`src/rtl/mbus_arbiter.sv`:
```
// Two-master round-robin arbiter for the shared Wishbone-classic memory bus.
// One owner per transfer. A hung transfer is ended with a one-cycle error pulse
// after TIMEOUT_CYCLES busy cycles without ack. Every transfer returns through
// IDLE, so the bus is released for at least one cycle between owners.
module mbus_arbiter #(
  parameter int TIMEOUT_CYCLES = 1024,
  parameter int AW             = 32,
  parameter int DW             = 32
) (
  input  logic          clk_i,
  input  logic          rst_i,
  // master 0 (BIU memory port)
  input  logic          m0_stb_i,
  input  logic          m0_we_i,
  input  logic [AW-1:0] m0_adr_i,
  input  logic [DW-1:0] m0_dat_i,
  input  logic [3:0]    m0_sel_i,
  output logic [DW-1:0] m0_dat_o,
  output logic          m0_ack_o,
  output logic          m0_err_o,
  // master 1 (DMA / video fetch)
  input  logic          m1_stb_i,
  input  logic          m1_we_i,
  input  logic [AW-1:0] m1_adr_i,
  input  logic [DW-1:0] m1_dat_i,
  input  logic [3:0]    m1_sel_i,
  output logic [DW-1:0] m1_dat_o,
  output logic          m1_ack_o,
  output logic          m1_err_o,
  // bus switch side
  output logic          stb_o,
  output logic          we_o,
  output logic [AW-1:0] adr_o,
  output logic [DW-1:0] dat_o,
  output logic [3:0]    sel_o,
  input  logic [DW-1:0] dat_i,
  input  logic          ack_i,
  output logic [1:0]    grant_o
);

  // Counter is wide enough to hold TIMEOUT_CYCLES-1; a disabled timeout keeps a
  // 1-bit counter that simply saturates.
  localparam int CW        = (TIMEOUT_CYCLES <= 0) ? 1 : $clog2(TIMEOUT_CYCLES + 1);
  localparam int TO_LAST_I = (TIMEOUT_CYCLES <= 0) ? 0 : TIMEOUT_CYCLES - 1;
  localparam logic [CW-1:0] TO_LAST = TO_LAST_I[CW-1:0];
  localparam logic [CW-1:0] CNT_MAX = '1;
  localparam bit TO_EN = (TIMEOUT_CYCLES != 0);

  typedef enum logic {IDLE, BUSY} state_e;

  state_e        state_q, state_d;
  logic          owner_q, owner_d;   // index of the granted master
  logic          last_q,  last_d;    // master that owned the previous transfer
  logic [CW-1:0] count_q, count_d;   // busy cycles spent waiting for ack

  // Master inputs gathered into arrays so the owner can index them directly.
  logic [1:0]    m_stb;
  logic [1:0]    m_we;
  logic [AW-1:0] m_adr [2];
  logic [DW-1:0] m_wdat [2];
  logic [3:0]    m_sel [2];
  logic [1:0]    ack_vec;
  logic [1:0]    err_vec;
  logic [DW-1:0] rd_dat [2];
  logic          owner_stb;
  logic          to_hit;

  assign m_stb     = {m1_stb_i, m0_stb_i};
  assign m_we      = {m1_we_i, m0_we_i};
  assign m_adr[0]  = m0_adr_i;
  assign m_adr[1]  = m1_adr_i;
  assign m_wdat[0] = m0_dat_i;
  assign m_wdat[1] = m1_dat_i;
  assign m_sel[0]  = m0_sel_i;
  assign m_sel[1]  = m1_sel_i;

  assign owner_stb = m_stb[owner_q];
  assign to_hit    = TO_EN && (count_q == TO_LAST);

  // State register: reset parks the arbiter idle with master 0 winning the first tie.
  always_ff @(posedge clk_i) begin
    if (rst_i) begin
      state_q <= IDLE;
      owner_q <= 1'b0;
      last_q  <= 1'b1;
      count_q <= '0;
    end else begin
      state_q <= state_d;
      owner_q <= owner_d;
      last_q  <= last_d;
      count_q <= count_d;
    end
  end

  // Arbitration, transfer termination and slave-side muxing.
  always_comb begin
    state_d = state_q;
    owner_d = owner_q;
    last_d  = last_q;
    count_d = count_q;
    stb_o   = 1'b0;
    we_o    = 1'b0;
    adr_o   = '0;
    dat_o   = '0;
    sel_o   = '0;
    ack_vec = 2'b00;
    err_vec = 2'b00;
    case (state_q)
      IDLE: begin
        count_d = '0;
        if (|m_stb) begin
          state_d = BUSY;
          // On a tie the master that did not own the last transfer wins.
          owner_d = (&m_stb) ? ~last_q : m_stb[1];
        end
      end
      BUSY: begin
        stb_o = owner_stb;
        we_o  = m_we[owner_q];
        adr_o = m_adr[owner_q];
        dat_o = m_wdat[owner_q];
        sel_o = m_sel[owner_q];
        if (ack_i) begin
          ack_vec[owner_q] = 1'b1;
          last_d  = owner_q;
          count_d = '0;
          state_d = IDLE;
        end else if (!owner_stb) begin
          // Owner abandoned the transfer: release without ack.
          last_d  = owner_q;
          count_d = '0;
          state_d = IDLE;
        end else if (to_hit) begin
          // Hung transfer: withdraw the strobe and report an error instead.
          err_vec[owner_q] = 1'b1;
          stb_o   = 1'b0;
          last_d  = owner_q;
          count_d = '0;
          state_d = IDLE;
        end else if (count_q != CNT_MAX) begin
          count_d = count_q + 1'b1;
        end
      end
      default: state_d = IDLE;
    endcase
    // Reset cuts the bus immediately; the interrupted transfer sees no response.
    if (rst_i) begin
      stb_o   = 1'b0;
      we_o    = 1'b0;
      adr_o   = '0;
      dat_o   = '0;
      sel_o   = '0;
      ack_vec = 2'b00;
      err_vec = 2'b00;
    end
  end

  // Read data is routed only to the current owner.
  for (genvar gi = 0; gi < 2; gi++) begin : g_rd
    assign rd_dat[gi] = (state_q == BUSY && !rst_i && owner_q == gi[0]) ? dat_i : '0;
  end

  assign m0_dat_o = rd_dat[0];
  assign m1_dat_o = rd_dat[1];
  assign m0_ack_o = ack_vec[0];
  assign m1_ack_o = ack_vec[1];
  assign m0_err_o = err_vec[0];
  assign m1_err_o = err_vec[1];
  assign grant_o  = (state_q == BUSY) ? (owner_q ? 2'b10 : 2'b01) : 2'b00;

endmodule

```
`config.mk`:
```
export PLATFORM = sky130hd
export DESIGN_NAME = mbus_arbiter
export DESIGN_NICKNAME = d
export VERILOG_FILES = /design/src/rtl/mbus_arbiter.sv
export SDC_FILE = /design/constraint.sdc
export NUM_CORES = 1
export LEC_CHECK = 0
export CORE_AREA = 2 2 122 124
export CTS_BUF_LIST = sky130_fd_sc_hd__clkbuf_8
export DETAILED_ROUTE_END_ITERATION = 16
export DIE_AREA = 0 0 124 126
export PLACE_DENSITY = 0.63
export SLEW_MARGIN = 20
export SYNTH_ARGS = -nofsm -noshare
export SYNTH_HDL_FRONTEND = slang
export SYNTH_SLANG_ARGS = --single-unit
```
`constraint.sdc`:
```
create_clock -name clk_i -period 2.25 [get_ports clk_i]
set_input_delay 0.225 -clock clk_i [delete_from_list [all_inputs] [get_ports clk_i]]
set_output_delay 0.225 -clock clk_i [all_outputs]
set_load 0.01 [all_outputs]
```
Word level (Yosys, flattened, before mapping)

Index checks and enable logic that the tools add are counted.

Reductions and logical operators: 9
Eq/ne operators: 4
Bitwise gates (word level): 4
Multiplexer cells: 52
Magnitude comparators: 3
$add $sub $neg: 1

Operator list:

| operator                                                 | number |
|---|---|
| two-way mux 32 bit                                       | 12 |
| two-way mux 11 bit                                       | 4 |
| case mux 11 bit (2 select lines)                         | 1 |
| two-way mux 2 bit                                        | 10 |
| two-way mux 4 bit                                        | 5 |
| two-way mux 1 bit                                        | 18 |
| adder 11 x 1 -> 11 bit, second input constant            | 1 |
| == test 11 x 10 -> 1 bit, second input constant          | 1 |
| inequality test 11 bit, second input constant            | 1 |
| AND reduction 2 bit                                      | 3 |
| inequality test 5 x 3 -> 1 bit, second input constant    | 1 |
| logical AND 1 bit                                        | 4 |
| inequality test 3 x 2 -> 1 bit, second input constant    | 1 |
| NOT 1 bit                                                | 3 |
| greater-or-equal comparator 2 bit, second input constant | 1 |
| < comparator 1 x 2 -> 1 bit, second input constant       | 1 |
| NOT 1 -> 2 bit                                           | 1 |
| case mux 1 bit (2 select lines)                          | 1 |
| OR reduction 2 bit                                       | 1 |
| demux 1 bit (select 1 bit)                               | 1 |
| greater-or-equal comparator 1 bit, second input constant | 1 |
| zero test 1 bit                                          | 1 |

Logic and storage cells: 77
Bits of input ports: 175
Output and inout bits: 140
Bits in registers: 14

Logic depth before layout (Yosys ltp)

Depth after elaboration: 9
Depth in mapped cells: 6
Gate-level depth less buffers: 5

Worst setup path before layout

Ideal clock, no wire load.

Path type: register -> output
Start: register count_q[0]
End: output port m0_err_o
Arrival time: 1,665 ps
Data required time: 2,025 ps
Path buffers: 0
Setup slack: 360 ps
Stages on the path, launching flop included: 6
Path through: dfxtp_1 -> ha_1 -> nand2_1 -> or4_4 -> nand2b_1 -> nor3_1

Cells in the longest elaborated chain, start to end: 6

RTL lines:

| element                  | line | RTL |
|---|---|---|
| start: declaration       | 54   | `logic [CW-1:0] count_q, count_d;` |
| start signal: assignment | 91   | `count_q <= count_d;` |
| == test 11 x 10 -> 1 bit | 78   | `assign to_hit = TO_EN && (count_q == TO_LAST);` |
| two-way mux 2 bit        | 133  | `end else if (to_hit) begin` |
| two-way mux 2 bit        | 128  | `end else if (!owner_stb) begin` |
| two-way mux 2 bit        | 123  | `if (ack_i) begin` |
| two-way mux 2 bit        | 108  | `case (state_q)` |
| two-way mux 2 bit        | 147  | `if (rst_i) begin` |
| end: declaration         | 20   | `output logic m0_err_o,` |

Every way passes these cells.

Final worst setup path

Start: input port rst_i
End: output port m0_dat_o[26]

Cells in the longest elaborated chain, start to end: 4

RTL lines:

| element                        | line | RTL |
|---|---|---|
| start: declaration             | 11   | `input logic rst_i,` |
| zero test 1 bit                | 160  | `assign rd_dat[gi] = (state_q == BUSY && !rst_i && owner_q == gi[0]) ? dat_i : '0;` |
| logical AND 1 bit (2 in a row) | 160  |  |
| two-way mux 32 bit             | 160  |  |
| end: declaration               | 18   | `output logic [DW-1:0] m0_dat_o,` |

Every way passes these cells.

==> flow_summary_export.csv <==
group,metric,value,unit
cells_and_area,mostFrequentLayoutCell,"clkdlybuf4s50_1",
detailed_routing,wire_per_inst,15.5,µm
detailed_routing,routed_wl,12600,µm
pwr,ir_worst_vdd,0.158,mV
floorplan,die-area,15600,µm²
logic_synthesis,yosysWarnings,0,
logic_synthesis,netlist_instances,318,
logic_synthesis,synth_compound_area_frac,0.0391,
sta,max_freq,0.463,GHz
global_route,grt_max_degree,45,
clock_network,clock_latency,0.25,ns
pwr,p_per_area,242,nW/µm²
logic_synthesis,synth_edf_count,0,
detailed_routing,viasPerCell,4.22,
floorplan,io-pin-count,315,
worst_setup_path,arrival,1.93,ns
logic_synthesis,yosys.area_share.adder,0.00575,
floorplan,start_util,0.152,
logic_synthesis,avgSynthCellArea,6.84,µm²
cells_and_area,final_cell_mix,"clkdlybuf4s50_1 (311), nor2_1 (82), mux2i_1 (72)",
floorplan,die_x,124,µm
logic_synthesis,synth.yosys.seq_area_share,0.129,
cells_and_area,final_nets,809,
clock_network,h-tree-depth,1,
outcome,status,"complete, no violations",
clock_network,tritoncts,"built",
global_route,grt_pass1_wl,17700,µm
logic_synthesis,yosys-top-cells-area,"mux2i_1 (33%), nor2_1 (14%), dfxtp_1 (13%)",
detailed_routing,ant_nets,0,
logic_synthesis,syn_area,2170,µm²
worst_setup_path,critical_path.startpoint,"rst_i",
logic_synthesis,yosysTopAreaCell,"mux2i_1",
worst_setup_path,reg2reg_from,"count_q[0]$_SDFFE_PP0P_",
run,maxCapViolations,0,
worst_setup_path,cp-end-kind,"output pin",
cells_and_area,multi_input_area,1780,µm²
logic_synthesis,synthXorXnorAreaFrac,0.00806,
global_route,grt_pass1_vias,3422,
placed_design,dp_hpwl,10700,µm
detailed_routing,drc,0,
pwr,power.total,0.00139,W
floorplan,core.rowCount,44,
placed_design,portBuffers,314,
worst_setup_path,critPathLaunchType,"input port",
sta,max_slew_margin,0.481,
worst_setup_path,worst-setup-path-type,"in -> out",
worst_setup_path,crit_fanout,33,
global_route,antenna_found_initial,0,
sta,tightest_slew,0.771,ns
floorplan,die_y,126,µm
cells_and_area,syn_to_final_growth,165,%
hold_path,hold_path_class,"reg -> reg",
sta,hold_viol,0,
pwr,p_leak,2.15,nW
logic_synthesis,synthArstFlopShare,0,
cells_and_area,diodes,0,
clock_network,clk_path_buf_depth,2,
placed_design,gp_congestion,0.875,
worst_setup_path,rrSetupSlack,0.36,ns
detailed_routing,drt_iter0_drc,88,
logic_synthesis,ys.flop_type,"dfxtp_1",
cells_and_area,n_fill_cell,1453,
logic_synthesis,yosys.area_share.simple,0.432,
detailed_routing,dr.pass1.iters,4,
sta,rsz0062_at_grt,"no",
sta,setup_ws,0.0921,ns
detailed_routing,vias,3440,
clock_network,ctsHoldBuffers,0,
worst_setup_path,crit_required,2.03,ns
cells_and_area,regArea,285,µm²
hold_path,worstHoldStart,"count_q[10]$_SDFFE_PP0P_",
sta,finalSetupViolations,0,
logic_synthesis,synth_top_family_by_area,"simple AND/OR/NAND/NOR gates",
floorplan,core,14300,µm²
cells_and_area,drive_above_1_share,0.0585,
sta,final_max_slew_viol_count,0,
clock_network,root_buffer,"clkbuf_8",
global_route,grt.overflow.total,0,
global_route,grtUsageTotal,0.148,
logic_synthesis,post-synth-top-area-fraction,0.331,
sta,setup_tns,0,ns
clock_network,path_clk_slew,0.06,ns
logic_synthesis,synth_seq_cells,14,
clock_network,clkSinkCount,14,
logic_synthesis,ys_types,32,
sta,period_needed,2.16,ns
logic_synthesis,synthMuxAreaShare,0.331,
sta,finClkSkew,0.00199,ns
placed_design,dp_slack,0.00809,ns
logic_synthesis,synthesis.nets,494,
sta,period_share,0.959,
clock_network,cts-buffers-inserted,3,
logic make-up (layout without fill, tap and decap cells):
logic type / Yosys count / in the layout
and+or+nand+nor: 185 / 185
buffers and inverters: 29 / 343
muxes: 72 / 72
adders and majority gates: 1 / 1
xor gates and xnor gates: 2 / 2
DFF: 14 / 14
AOI/OAI and AO/OA: 15 / 15
flip-flops by register name (all words and copies together), names as in the netlist:
name and flops:
last_q 1, state_q 1, owner_q 1, count_q 11
final cells by class:
cell class / instances / share of cell area
repair buffers: 337 / 0.590
multi-input cells: 275 / 0.309
flip-flops and latches: 14 / 0.0496
well taps: 184 / 0.0400
clock buffers: 4 / 0.00957
inverters: 2 / 0.00130
routing by layer:
metal	up-vias	global-route usage	share of wire	routed length, µm
li1	1714	-	-	-
met4	0	0.0344	0.011	145
met3	11	0.0403	0.11	1380
met5	-	0	0	0
met1	1514	0.137	0.34	4250
met2	201	0.307	0.54	6860
critical path, cell delays in order:
cell	delay (ns)
clkdlybuf4s50_1	0.41
nand2b_2	0.22
nor2_1	0.19
buf_12	0.19
and2_1	0.14
clkdlybuf4s50_1	0.54
path summary, 6_finish.rpt:
check | cells past startpoint | to
setup reg to reg | 6 | count_q[3]$_SDFFE_PP0P_
setup / recovery | 6 | m0_dat_o[26]
hold / removal | 1 | count_q[10]$_SDFFE_PP0P_
hold reg to reg | 1 | count_q[10]$_SDFFE_PP0P_
where the power goes:
part	leakage, nW	internal (W)	switching, W
logic	2.01	0.000561	0.000310
registers	0.114	0.000254	0.0000110
clock network	0.0288	0.000155	0.0000989
total	2.15	0.000971	0.000420
cell usage after synthesis, types with 2 or more instances:
| library cell | count |
|---|---|
| nor3_1 | 6 |
| nor2b_1 | 2 |
| dfxtp_1 | 14 |
| nand3_1 | 3 |
| buf_2 | 8 |
| and3_1 | 33 |
| nor2_1 | 82 |
| clkbuf_1 | 18 |
| xnor2_1 | 2 |
| a31oi_1 | 2 |
| and2_1 | 35 |
| o21ai_0 | 4 |
| nand2b_1 | 3 |
| a21oi_1 | 6 |
| mux2i_1 | 72 |
| nand2_1 | 9 |
| nor4_1 | 2 |
| or3_1 | 2 |
| inv_1 | 2 |
stage by stage:
step           instances  area (µm²)  utilization  hold slack, ns
5_1_grt              816        5750        0.402           0.523
3_5_place_dp         812        5700        0.399           0.489
3_3_place_gp         812        5700        0.399           0.475
4_1_cts              816        5760        0.402           0.503
2_1_floorplan        318        2170            -           0.294
6_report             816        5750        0.402           0.500
what timing repair did:
item	4_1_cts	5_1_grt
gates resized for setup	3	5
setup buffers	0	0
endpoints found under the setup margin	3	20
(Power assumes the default switching activity.)
